==> src/rtl/av_ser_pkg.sv <==
// Shared types and width helpers for the vector serializer slice.
package av_ser_pkg;

  typedef enum logic [0:0] {ST_IDLE = 1'b0, ST_DRAIN = 1'b1} ser_state_e;

  // Index width: max(1, clog2(n)).
  function automatic int idx_w(input int n);
    return (n <= 2) ? 1 : $clog2(n);
  endfunction

  function automatic int total_w(input int rows, input int cols, input int elem_w);
    return rows * cols * elem_w;
  endfunction

endpackage

==> src/rtl/av_vector_serializer_if.sv <==
// Requester / core-method / element-stream bundle seen by the serializer.
interface av_ser_if #(
  parameter int ROWS   = 3,
  parameter int COLS   = 4,
  parameter int ELEM_W = 18,
  parameter int ARG_W  = 32
);
  import av_ser_pkg::*;
  localparam int TOTAL = total_w(ROWS, COLS, ELEM_W);
  localparam int RW    = idx_w(ROWS);
  localparam int CW    = idx_w(COLS);

  logic              req_valid;
  logic              req_ready;
  logic [ARG_W-1:0]  req_arg;
  logic              RDY_method;
  logic              EN_method;
  logic [ARG_W-1:0]  method_in1;
  logic [TOTAL-1:0]  method_result;
  logic              out_valid;
  logic              out_ready;
  logic [ELEM_W-1:0] out_elem;
  logic [RW-1:0]     out_row;
  logic [CW-1:0]     out_col;
  logic              out_last;
  logic              flush;

  modport slave (
    input  req_valid, req_arg, RDY_method, method_result, out_ready, flush,
    output req_ready, EN_method, method_in1, out_valid, out_elem, out_row, out_col, out_last
  );

  modport master (
    output req_valid, req_arg, RDY_method, method_result, out_ready, flush,
    input  req_ready, EN_method, method_in1, out_valid, out_elem, out_row, out_col, out_last
  );

endinterface

==> src/rtl/av_vector_serializer_elem_sel.sv <==
// Combinational (row,col) -> element slice mux; element (0,0) sits at the buffer MSBs.
module av_vector_elem_sel
  import av_ser_pkg::*;
#(
  parameter int ROWS   = 3,
  parameter int COLS   = 4,
  parameter int ELEM_W = 18
) (
  input  logic [ROWS*COLS*ELEM_W-1:0] i_buf,
  input  logic [idx_w(ROWS)-1:0]      i_row,
  input  logic [idx_w(COLS)-1:0]      i_col,
  output logic [ELEM_W-1:0]           o_elem
);
  localparam int N     = ROWS * COLS;
  localparam int TOTAL = total_w(ROWS, COLS, ELEM_W);

  logic [N-1:0][ELEM_W-1:0] w_elems;

  for (genvar k = 0; k < N; k++) begin : g_unpk
    assign w_elems[k] = i_buf[TOTAL-1-k*ELEM_W -: ELEM_W];
  end

  always_comb begin
    o_elem = '0;
    for (int k = 0; k < N; k++)
      if (int'(i_row) * COLS + int'(i_col) == k) o_elem = w_elems[k];
  end

endmodule

==> src/rtl/av_vector_serializer.sv <==
// Fires the core method once per request, buffers the packed Vector result and streams it out element by element.
module av_vector_serializer
  import av_ser_pkg::*;
#(
  parameter int ROWS      = 3,
  parameter int COLS      = 4,
  parameter int ELEM_W    = 18,
  parameter int ARG_W     = 32,
  parameter bit COL_MAJOR = 1'b0
) (
  input  logic   CLK,
  input  logic   RST_N,
  av_ser_if.slave bus
);
  localparam int TOTAL = total_w(ROWS, COLS, ELEM_W);
  localparam int RW    = idx_w(ROWS);
  localparam int CW    = idx_w(COLS);
  localparam logic [0:0]    S_IDLE  = ST_IDLE;
  localparam logic [0:0]    S_DRAIN = ST_DRAIN;
  localparam logic [RW-1:0] ROW_MAX = RW'(ROWS - 1);
  localparam logic [CW-1:0] COL_MAX = CW'(COLS - 1);

  logic [0:0]        r_state;
  logic [TOTAL-1:0]  r_buf;
  logic [RW-1:0]     r_row;
  logic [CW-1:0]     r_col;

  logic              w_valid, w_last, w_hs, w_ready, w_en;
  logic              w_row_wrap, w_col_wrap;
  logic [ELEM_W-1:0] w_elem;

  assign w_row_wrap = (r_row == ROW_MAX);
  assign w_col_wrap = (r_col == COL_MAX);
  assign w_valid    = (r_state == S_DRAIN);
  assign w_last     = w_valid && w_row_wrap && w_col_wrap;
  assign w_hs       = w_valid && bus.out_ready;
  // A new request may overlap the last handshake so results stream without a bubble.
  assign w_ready    = bus.RDY_method && !bus.flush && ((r_state == S_IDLE) || (w_hs && w_last));
  assign w_en       = bus.req_valid && w_ready;

  assign bus.req_ready  = w_ready;
  assign bus.EN_method  = w_en;
  assign bus.method_in1 = bus.req_arg;
  assign bus.out_valid  = w_valid;
  assign bus.out_last   = w_last;
  assign bus.out_row    = r_row;
  assign bus.out_col    = r_col;
  assign bus.out_elem   = w_elem;

  av_vector_elem_sel #(.ROWS(ROWS), .COLS(COLS), .ELEM_W(ELEM_W)) u_sel (
    .i_buf  (r_buf),
    .i_row  (r_row),
    .i_col  (r_col),
    .o_elem (w_elem)
  );

  always_ff @(posedge CLK or negedge RST_N) begin
    if (!RST_N) begin
      r_state <= S_IDLE;
      r_buf   <= '0;
      r_row   <= '0;
      r_col   <= '0;
    end else if (bus.flush) begin
      r_state <= S_IDLE;
      r_row   <= '0;
      r_col   <= '0;
    end else if (w_en) begin
      r_state <= S_DRAIN;
      r_buf   <= bus.method_result;
      r_row   <= '0;
      r_col   <= '0;
    end else if (w_hs) begin
      if (w_last) begin
        r_state <= S_IDLE;
        r_row   <= '0;
        r_col   <= '0;
      end else if (!COL_MAJOR) begin
        if (w_col_wrap) begin
          r_col <= '0;
          r_row <= r_row + 1'b1;
        end else begin
          r_col <= r_col + 1'b1;
        end
      end else begin
        if (w_row_wrap) begin
          r_row <= '0;
          r_col <= r_col + 1'b1;
        end else begin
          r_row <= r_row + 1'b1;
        end
      end
    end
  end

endmodule
==> src/flat_wrapper.sv <==
// flat-port wrapper written by rule: the top's interface ports become plain ports
module av_vector_serializer_flat import av_ser_pkg::*;
#(
  parameter int ROWS      = 3,
  parameter int COLS      = 4,
  parameter int ELEM_W    = 18,
  parameter int ARG_W     = 32,
  parameter bit COL_MAJOR = 1'b0
)
  (CLK, RST_N, bus_req_valid, bus_req_arg, bus_RDY_method, bus_method_result, bus_out_ready, bus_flush, bus_req_ready, bus_EN_method, bus_method_in1, bus_out_valid, bus_out_elem, bus_out_row, bus_out_col, bus_out_last);
  av_ser_if #(.ROWS(ROWS), .COLS(COLS), .ELEM_W(ELEM_W), .ARG_W(ARG_W)) bus_i ();
  input  logic CLK;
  input  logic RST_N;
  input wire logic [$bits(bus_i.req_valid)-1:0] bus_req_valid;
  input wire logic [$bits(bus_i.req_arg)-1:0] bus_req_arg;
  input wire logic [$bits(bus_i.RDY_method)-1:0] bus_RDY_method;
  input wire logic [$bits(bus_i.method_result)-1:0] bus_method_result;
  input wire logic [$bits(bus_i.out_ready)-1:0] bus_out_ready;
  input wire logic [$bits(bus_i.flush)-1:0] bus_flush;
  output wire logic [$bits(bus_i.req_ready)-1:0] bus_req_ready;
  output wire logic [$bits(bus_i.EN_method)-1:0] bus_EN_method;
  output wire logic [$bits(bus_i.method_in1)-1:0] bus_method_in1;
  output wire logic [$bits(bus_i.out_valid)-1:0] bus_out_valid;
  output wire logic [$bits(bus_i.out_elem)-1:0] bus_out_elem;
  output wire logic [$bits(bus_i.out_row)-1:0] bus_out_row;
  output wire logic [$bits(bus_i.out_col)-1:0] bus_out_col;
  output wire logic [$bits(bus_i.out_last)-1:0] bus_out_last;
  assign bus_i.req_valid = bus_req_valid;
  assign bus_i.req_arg = bus_req_arg;
  assign bus_i.RDY_method = bus_RDY_method;
  assign bus_i.method_result = bus_method_result;
  assign bus_i.out_ready = bus_out_ready;
  assign bus_i.flush = bus_flush;
  assign bus_req_ready = bus_i.req_ready;
  assign bus_EN_method = bus_i.EN_method;
  assign bus_method_in1 = bus_i.method_in1;
  assign bus_out_valid = bus_i.out_valid;
  assign bus_out_elem = bus_i.out_elem;
  assign bus_out_row = bus_i.out_row;
  assign bus_out_col = bus_i.out_col;
  assign bus_out_last = bus_i.out_last;
  av_vector_serializer #(.ROWS(ROWS), .COLS(COLS), .ELEM_W(ELEM_W), .ARG_W(ARG_W), .COL_MAJOR(COL_MAJOR)) u_core (.CLK(CLK), .RST_N(RST_N), .bus(bus_i));
endmodule
==> config.mk <==
export PLATFORM = sky130hd
export DESIGN_NAME = av_vector_serializer_flat
export DESIGN_NICKNAME = d
export VERILOG_FILES = /design/src/rtl/av_ser_pkg.sv /design/src/rtl/av_vector_serializer_if.sv /design/src/rtl/av_vector_serializer_elem_sel.sv /design/src/rtl/av_vector_serializer.sv /design/src/flat_wrapper.sv
export SDC_FILE = /design/constraint.sdc
export NUM_CORES = 1
export LEC_CHECK = 0
export ABC_AREA = 1
export ABC_CLOCK_PERIOD_IN_PS = 6700
export CAP_MARGIN = 20
export CORE_MARGIN = 3
export CORE_UTILIZATION = 50
export DETAILED_ROUTE_END_ITERATION = 8
export PLACE_DENSITY = 0.83
export SETUP_SLACK_MARGIN = 0.5
export SLEW_MARGIN = 20
export SYNTH_ARGS = -nofsm -noshare
export SYNTH_HDL_FRONTEND = slang
export SYNTH_SLANG_ARGS = --single-unit
==> constraint.sdc <==
create_clock -name CLK -period 6.7 [get_ports CLK]
set_input_delay 1.675 -clock CLK [delete_from_list [all_inputs] [get_ports CLK]]
set_output_delay 1.675 -clock CLK [all_outputs]
set_load 0.005 [all_outputs]
======== Yosys cells after proc, flatten, opt, wreduce, memory -nomap -nowiden ========
Index checks and enable logic that the tools add are counted.
storage, ports and cells
  bits in registers ....................... 221
  latch bits .............................. 0
  bits in writable memories ............... 0
  memory bits (read-only) ................. 0
  input bits .............................. 254
  logic and storage cells ................. 64
  memories kept ........................... 0
operators by class
  $add $sub $neg .......................... 3
  $mul .................................... 0
  divide/modulo/power cells ............... 0
  order comparisons ....................... 0
  equal/unequal tests ..................... 13
  shift-type cells ........................ 0
  multiplexer cells ....................... 26
  bitwise logic cells ..................... 2
  reductions and logical operators ........ 16
operators with widths
  operator               count
  $mux W18               12
  $eq A32 B4 Y1 const B  4
  $eq A32 B5 Y1 const B  3
  $eq A32 B3 Y1 const B  2
  $eq A32 B2 Y1 const B  1
  $logic_not A32 Y1      1
  $mux W2                10
  $logic_and A1 B1 Y1    7
  $reduce_and A2 Y1      3
  $reduce_bool A3 Y1     2
  $add A4 B2 Y5          1
  $eq A5 B4 Y1 const B   1
  $add A2 B1 Y2 const B  2
  $eq A2 B2 Y1 const B   2
  $mux W1                4
  $reduce_bool A4 Y1     1
  $not A1 Y1             2
  $logic_not A1 Y1       1
  $logic_or A1 B1 Y1     1

======== Logic depth before layout (Yosys ltp) ========
Gate-level depths: netlist (run 1).
  word-level depth ........................ 14
  gate-level depth with buffers ........... 19
  gate-level depth less buffers ........... 18

======== Modules after synthesis ========
From an unflattened synthesis (run 1), not the netlist that was laid out.
second synthesis, totals
  cell total of the unflattened synthesis .. 1424
  area total of the unflattened synthesis .. 10571.4 µm²
modules (own cells, without submodules)
  module                instances  cells each  area each (µm²)  sequential area each (µm²)
  av_vector_serializer  1          981         8618.3           5530.3
  av_vector_elem_sel    1          443         1953.1           0.0

======== Least setup slack after synthesis (run 1) ========
OpenSTA, ideal clock, no wires.
  path type ............................... input to output
  from .................................... input bus_out_ready
  to ...................................... output bus_EN_method
  arrival time ............................ 2.389 ns
  slack ................................... 2.636 ns
  stages on the path ...................... 7
  buffers on the path ..................... 1
  path through ............................ inv_1 > o21ai_1 > nand2_1 > nor2_2 > nand2_1 > clkinv_2 > buf_2
on the way
  longest elaborated chain between the ends .. 5
RTL lines
  what                     line                        RTL
  start: declaration       flat_wrapper.sv:18          input wire logic [$bits(bus_i.out_ready)-1:0] bus_out_ready;
  $logic_and A1 B1 Y1      av_vector_serializer.sv:36  assign w_hs = w_valid && bus.out_ready;
  $logic_and A1 B1 Y1      av_vector_serializer.sv:38  assign w_ready = bus.RDY_method && !bus.flush && ((r_state == S_IDLE) || (w_hs && w_last));
  $logic_or A1 B1 Y1       av_vector_serializer.sv:38
  $logic_and A1 B1 Y1      av_vector_serializer.sv:38
  named net bus_req_ready  flat_wrapper.sv:20          output wire logic [$bits(bus_i.req_ready)-1:0] bus_req_ready;
  $logic_and A1 B1 Y1      av_vector_serializer.sv:39  assign w_en = bus.req_valid && w_ready;
  end: declaration         flat_wrapper.sv:21          output wire logic [$bits(bus_i.EN_method)-1:0] bus_EN_method;
The timed path passes the listed nets, and every way through them passes these cells.

======== Final worst setup path (run 1) ========
  from .................................... register u_core.r_row[0] (netlist: u_core.bus.out_row[0])
  to ...................................... output bus_out_elem[6]
on the way
  longest elaborated chain between the ends .. 14
  elaborated cells between the ends (all ways) .. 25
  those cells by class .................... 1 x add/sub; 11 x eq/ne; 12 x mux; 1 x reduce/logical
RTL lines
  what                      line                                 RTL
  start: declaration        av_vector_serializer.sv:25           logic [RW-1:0] r_row;
  start signal: assignment  av_vector_serializer.sv:80           r_row <= r_row + 1'b1;
  start signal: assignment  av_vector_serializer.sv:89           r_row <= r_row + 1'b1;
  $add A4 B2 Y5 *           av_vector_serializer_elem_sel.sv:26  if (int'(i_row) * COLS + int'(i_col) == k) o_elem = w_elems[k];
  $logic_not A32 Y1         av_vector_serializer_elem_sel.sv:26
  $mux W18 (11 in series)   av_vector_serializer_elem_sel.sv:26
  $mux W18 *                av_vector_serializer_elem_sel.sv:26
  end: declaration          flat_wrapper.sv:24                   output wire logic [$bits(bus_i.out_elem)-1:0] bus_out_elem;
Every way passes the cells marked *; elsewhere a longest branch is shown, timed or not.

==> metrics.md, run 1 <==
| Metric | Value |
|---|---|
| Ys flop type | dfrtp_1 |
| Slew Limit Headroom | 33.9% |
| Fill count | 1840 |
| Drt first-iter violations | 1051 |
| CP delay by family, top | simple AND/OR/NAND/NOR gates |
| Initial Utilization | 51.5% |
| Final period util | 88.5% |
| Post-CTS Resized | 0 |
| Clock Tree Buf Depth | 3 |
| Full die area | 24500 sq um |
| Pre-CTS setup slack | 1.41 ns |
| Detail Route Antenna Nets | 0 |
| Slew @ Worst Pin | 0.989 ns |
| Largest net degree at the start of global routing | 220 |
| Top-count cell post-synth | nand2_1 |
| CTS sink count | 221 |
| CP most frequent cell | nand2_1 |
| Cells after synthesis | 1638 |
| Syn_nets | 1899 |
| CP Cell Sequence | inv_1, ha_1, nand2_1, clkinv_1, nor2_1, nand2_1, nand2_1, nand2_1, nand2_1, nand3_1, nand3_1, nand2_1, nand2_1, nand2_1, nand2_1, clkdlybuf4s50_1 |
| Setup Fix Bufs, Post-CTS | 0 |
| Max Freq | 0.169 GHz |
| CTS H-Tree Depth | 1 |
| Sequential area share after synthesis | 48.8% |
| Pins over their slew limit | 0 |
| Drt wl/cell | 15.7 microns |
| Worst endpoint data arrival time | 4.26 ns |
| TritonCTS clock tree | built |
| Num CTS Buffers | 24 |
| Root buffer cell | clkbuf_16 |
| Final Power | 3.89 mW |
| Worst Skew | 0.00598 ns |
| DP Area | 13500 sq um |
| Clock transition at the registers of the reported paths | 0.06 ns |
| Clock latency on the worst-skew pair | 0.52 ns |
| Nets@finish | 2063 |
| CP endpoint kind | primary output |
| Fraction of registers with async set/reset | 100% |
| Biggest area consumer among synthesized cells | dfrtp_1 |
| Residual DRC count | 0 |
| Synth Warn # | 0 |
| Vias | 10700 |
| Leading post-synthesis cells by cell area | dfrtp_1 (49%), nand2_1 (32%), nor2_1 (4.8%) |
| Setup CP Type | flip-flop to primary output |
| PwrDens | 270 nW/um^2 |
| Drt via density | 5.08 |
| Initial antenna violation count | 3 |
| Post-layout utilization of the core | 65.5% |
| Vert. Die Dim | 157 microns |
| Worst EP required | 5.03 ns |
| HPWL after detailed placement | 22900 microns |
| Status | complete, no violations |
| Area share of the largest cell type after synthesis | 48.8% |
| Fin area | 14400 sq um |
| Min Tclk post-route | 5.93 ns |
| Post-synth EDFFs | 0 |
| First-pass DRT Iterations | 5 |
| First-pass GRT wire length | 52400 microns |
| Setup violators final | 0 |
| Core Region | 22000 sq um |
| WP buf/inv | 3 |
| Drt total wl | 33000 microns |
| Total gr overflow | 0 |
| Cell Rows | 54 |
| Hold Path Class | flip-flop to flip-flop |
| Vias in the first global route | 10300 |
| Startpoint types | flip-flop |
| Share of cells above drive strength 1 | 4.07% |
| Post-CTS Hold Buffers | 0 |
| Non-Filler Instances | 2102 |
| Mapped cell area | 11300 sq um |
| Post-synth cell types | 20 |
| Register bit total from synthesis | 221 |
| RSZ-0062 raised after global routing | false |
| Commonest cells post-synth | nand2_1 (963), dfrtp_1 (221), nor2_1 (144), nand3_1 (89), inv_1 (64) |
| Gr usage total | 26.7% |
| I/O pin count | 312 |
| Placed Cells incl. Taps | 2056 |
| Number of buffers added on ports | 247 |
| # Max-Cap Violations | 0 |
| Slowest CP cell | clkinv_1 |
| Final TNS setup | 0 ns |
| Hold_ws | 0.475 ns |
| Max FO, Critical Path | 36 |
| Lkg Pwr | 7.79 nW |
| Worst IR Drop VDD | 163 uV |
| Hold Violations, Final | 0 |
| Layout area overhead | 27.3% |
| Syn avg cell area | 6.92 sq um |
| Setup ws final | 0.769 ns |
| Slowest stage delay, CP | 0.76 ns |
| Final RePlAce weighted congestion | 0.904 |
| Die W | 157 microns |
## worst register-to-register path, stage by stage, from the launching register on
cell     delay, ns
dfrtp_1       0.40
inv_1         0.13
ha_1          0.25
nand2_1       0.12
o21ai_1       0.18
nand2_1       0.09
nor2_2        0.15
nand2_4       0.09
inv_6         0.23
buf_4         0.67
buf_4         0.82
nand2_1       0.33
nand2_1       0.13
## where the power goes
| group | switching [mW] | internal [mW] |
|---|---|---|
| Combinational | 0.374 | 0.328 |
| Sequential | 0.160 | 1.59 |
| Clock | 0.542 | 0.896 |
| Total | 1.08 | 2.82 |
## cells by family after synthesis
kind of cell	after synthesis	synth area share [%]
simple gates	1217	41.7
flops	221	48.8
buf+inv	187	8.46
fa+ha+maj	7	0.772
compound gates	6	0.265
## state kept, by name, summed over array words and instances (netlist names)
signal,flops
u_core.bus.out_col,2
u_core.bus.out_row,2
u_core.bus.out_valid,1
u_core.r_buf,216
## metal layers
layer / GRT usage, % / vias up / share of wire, %
met5: 0 / - / 0
met1: 38.0 / 4908 / 42
met4: 12.4 / 0 / 5.1
met3: 3.76 / 98 / 7.6
met2: 40.6 / 481 / 45
li1: - / 5195 / -
## placed cells by master, fill, tap and decap left out, drive strengths merged
cell / n
nor2: 145
or2: 18
bufinv: 4
clkdlybuf4s50: 246
nand3: 89
o21ai: 4
clkbuf: 32
diode: 3
ha: 7
a21oi: 2
clkinvlp: 1
nand2: 964
inv: 66
buf: 7
dfrtp: 221
clkinv: 12
nor3: 1
## layout make-up
type | instances | area [sq um] | area share [%]
Tap cell | 280 | 350 | 2.43
Multi-Input combinational cell | 1230 | 4860 | 33.7
Inverter | 72 | 275 | 1.91
Timing Repair Buffer | 253 | 2530 | 17.6
Antenna cell | 3 | 7.51 | 0.0520
Clock inverter | 11 | 158 | 1.09
Clock buffer | 32 | 712 | 4.93
Sequential cell | 221 | 5530 | 38.3
## worst paths after layout
kind	from	end	slack, ns	cells past startpoint
max in group asynchronous	RST_N	u_core.r_buf[162]$_DFFE_PN0P_	4.19	2
min in group asynchronous	RST_N	u_core.r_buf[1]$_DFFE_PN0P_	1.15	1
worst max-delay path	u_core.bus.out_row[0]$_DFFE_PN0P_	bus_out_elem[6]	0.77	16
worst min-delay path	u_core.r_buf[104]$_DFFE_PN0P_	u_core.r_buf[104]$_DFFE_PN0P_	0.48	2
worst min register to register	u_core.r_buf[104]$_DFFE_PN0P_	u_core.r_buf[104]$_DFFE_PN0P_	0.48	2
worst max register to register	u_core.bus.out_row[0]$_DFFE_PN0P_	u_core.r_buf[154]$_DFFE_PN0P_	3.04	12
Power figures use the tool's default switching activity.
==> inputs of run 2 (changes only) <==
--- a/config.mk
+++ b/config.mk
@@ -8,6 +8,7 @@
 export ABC_AREA = 1
 export ABC_CLOCK_PERIOD_IN_PS = 6700
 export CAP_MARGIN = 20
+export CORE_ASPECT_RATIO = 0.8
 export CORE_MARGIN = 3
 export CORE_UTILIZATION = 50
 export DETAILED_ROUTE_END_ITERATION = 8
==> run 2 against run 1 <==
Effect of this change: critical path depth is the same; first-iteration DRC count grew 9.5%; utilization grew 0.26 points; sequential power is essentially flat; combinational power shrank 3.4%; count of clock-buffer cells in the layout grew 1.
==> metrics.md, run 2 (same netlist as run 1, synthesis figures left out) <==
| Metric | Value |
|---|---|
| Status | complete, no violations |
| Non-Filler Instances | 2119 |
| Clock transition at the registers of the reported paths | 0.06 ns |
| HPWL after detailed placement | 22300 microns |
| Slew @ Worst Pin | 1.09 ns |
| Hold Path Origin | u_core.r_buf[164]$_DFFE_PN0P_ |
| Residual DRC count | 0 |
| Worst reg2reg path endpoint | u_core.r_buf[112]$_DFFE_PN0P_ |
| Drt first-iter violations | 1151 |
| Fill count | 1860 |
| Worst IR Drop VDD | 163 uV |
| Leading cell type in the layout, fill and taps excluded | nand2_1 |
| Nets@finish | 2064 |
| Gr usage total | 26.0% |
| Slowest stage delay, CP | 0.84 ns |
| Pre-CTS setup slack | 1.22 ns |
| Core Region | 21900 sq um |
| Slowest CP cell | clkinv_1 |
| Drt via density | 5.03 |
| Number of buffers added on ports | 247 |
| Setup Fix Bufs, Post-CTS | 0 |
| WP buf/inv | 3 |
| Max Freq | 0.170 GHz |
| Initial Utilization | 51.7% |
| CP most frequent cell | nand2_1 |
| Worst R2R Start | u_core.bus.out_row[0]$_DFFE_PN0P_ |
| PwrDens | 264 nW/um^2 |
| Worst EP required | 5.03 ns |
| Setup slack, reg-to-reg | 3.42 ns |
| Drt wl/cell | 15.4 microns |
| Share of cells above drive strength 1 | 4.02% |
| Vert. Die Dim | 141 microns |
| Root buffer cell | clkbuf_16 |
| RSZ-0062 raised after global routing | false |
| Placed Cells incl. Taps | 2077 |
| Vias | 10700 |
| Setup violators final | 0 |
| Final period util | 88.0% |
| Die W | 174 microns |
| CTS H-Tree Depth | 1 |
| Drt total wl | 32700 microns |
| Initial antenna violation count | 1 |
| Final TNS setup | 0 ns |
| Vias in the first global route | 10200 |
| Startpoint types | flip-flop |
| Cell Rows | 48 |
| Final Power | 3.81 mW |
| Clock latency on the worst-skew pair | 0.51 ns |
| Clock Tree Buf Depth | 3 |
| FF-to-FF path depth | 11 |
| Pins over their slew limit | 0 |
| Lkg Pwr | 7.77 nW |
| Largest Register | u_core.r_buf |
| CP endpoint kind | primary output |
| Layout area overhead | 27.2% |
| Hold path depth | 2 |
| First-pass GRT wire length | 52200 microns |
| Slew Limit Headroom | 27.2% |
| CP Cell Sequence | inv_1, ha_1, nand2_1, clkinv_1, nor2_1, nand2_1, nand2_1, nand2_1, nand2_1, nand3_1, nand3_1, nand2_1, nand2_1, nand2_1, nand2_1, clkdlybuf4s50_1 |
| Setup CP Type | flip-flop to primary output |
| Min Tclk post-route | 5.89 ns |
| Final RePlAce weighted congestion | 0.861 |
| Largest net degree at the start of global routing | 132 |
| DP Area | 13600 sq um |
| Commonest non-fill, non-tap cells in the layout | nand2_1 (959), clkdlybuf4s50_1 (246), dfrtp_1 (221), nor2_1 (144), nand3_1 (89) |
| Hold Violations, Final | 0 |
| Total gr overflow | 0 |
| Fin area | 14400 sq um |
| Largest register FFs | 216 |
| Hold Path Class | flip-flop to flip-flop |
| # Max-Cap Violations | 0 |
| Max FO, Critical Path | 36 |
| CP delay by family, top | buffers and inverters |
| Full die area | 24500 sq um |
| Endpoint, Worst Hold | u_core.r_buf[164]$_DFFE_PN0P_ |
| Setup ws final | 0.807 ns |
| Num CTS Buffers | 23 |
| Worst endpoint data arrival time | 4.22 ns |
| I/O pin count | 312 |
| Worst Skew | 0.0178 ns |
| Detail Route Antenna Nets | 0 |
| CTS sink count | 221 |
| Post-CTS Hold Buffers | 0 |
| First-pass DRT Iterations | 6 |
| TritonCTS clock tree | built |
-- run 2: cell types whose count changed in the layout (fill, tap and decap cells not counted), moves of 2 or more --
cell and delta:
clkinv_2 -4, buf_4 +2, clkbuf_1 +2, clkbuf_16 -2, diode_2 -2
-- run 2: layout make-up --
class | count | area (sq um) | area share [%]
timing repair buffer | 255 | 2540 | 17.7
inverter | 72 | 279 | 1.94
antenna | 1 | 2.50 | 0.0174
sequential | 221 | 5530 | 38.4
multi-input combinational | 1230 | 4860 | 33.7
tap | 300 | 375 | 2.60
clock inverter | 7 | 139 | 0.963
clock buffer | 33 | 683 | 4.74
-- run 2: where the power goes --
group	internal (mW)	switching (mW)	leakage [nW]	total [mW]
Combinational	0.328	0.350	4.59	0.678
Sequential	1.59	0.144	2.77	1.74
Clock	0.860	0.531	0.406	1.39
Total	2.78	1.03	7.77	3.81
-- run 2: worst min-delay path, stage by stage, from the launching register on --
cell and delay (ns):
dfrtp_1 0.34, nand2_1 0.05, nand2_1 0.05
-- run 2: worst max path at each step --
stage                                      startpoint         endpoint  slack, ns  cells past startpoint
global placement                        bus_out_ready    bus_EN_method       1.22                      8
global route        u_core.bus.out_col[1]$_DFFE_PN0P_  bus_out_elem[4]       0.53                     14
detailed placement                      bus_out_ready    bus_EN_method       1.22                      8
floorplan                               bus_out_ready    bus_EN_method       2.64                      7
CTS                 u_core.bus.out_row[0]$_DFFE_PN0P_  bus_out_elem[4]       0.78                     17
finish              u_core.bus.out_row[0]$_DFFE_PN0P_  bus_out_elem[4]       0.81                     16
-- run 2: timing repair --
item / CTS / global route
endpoints found under the setup margin: 0 / 6
gates resized for setup: 0 / 1
hold endpoints to repair: 0 / 0
-- run 2: metal layers --
layer,global-route usage (%),share of wire (%),vias up
met5,0,0,-
met4,7.74,3.1,0
met3,3.96,6.8,78
met2,40.5,46,431
met1,37.8,44,4961
li1,-,-,5194
-- run 2: metrics by stage --
| stage | hold slack [ns] | util, % |
|---|---|---|
| after global placement | 0.455 | 61.9 |
| after global routing | 0.489 | 65.8 |
| final | 0.478 | 65.8 |
| after CTS | 0.479 | 65.7 |
| after detailed placement | 0.460 | 61.9 |
| after floorplan | 0.441 | - |
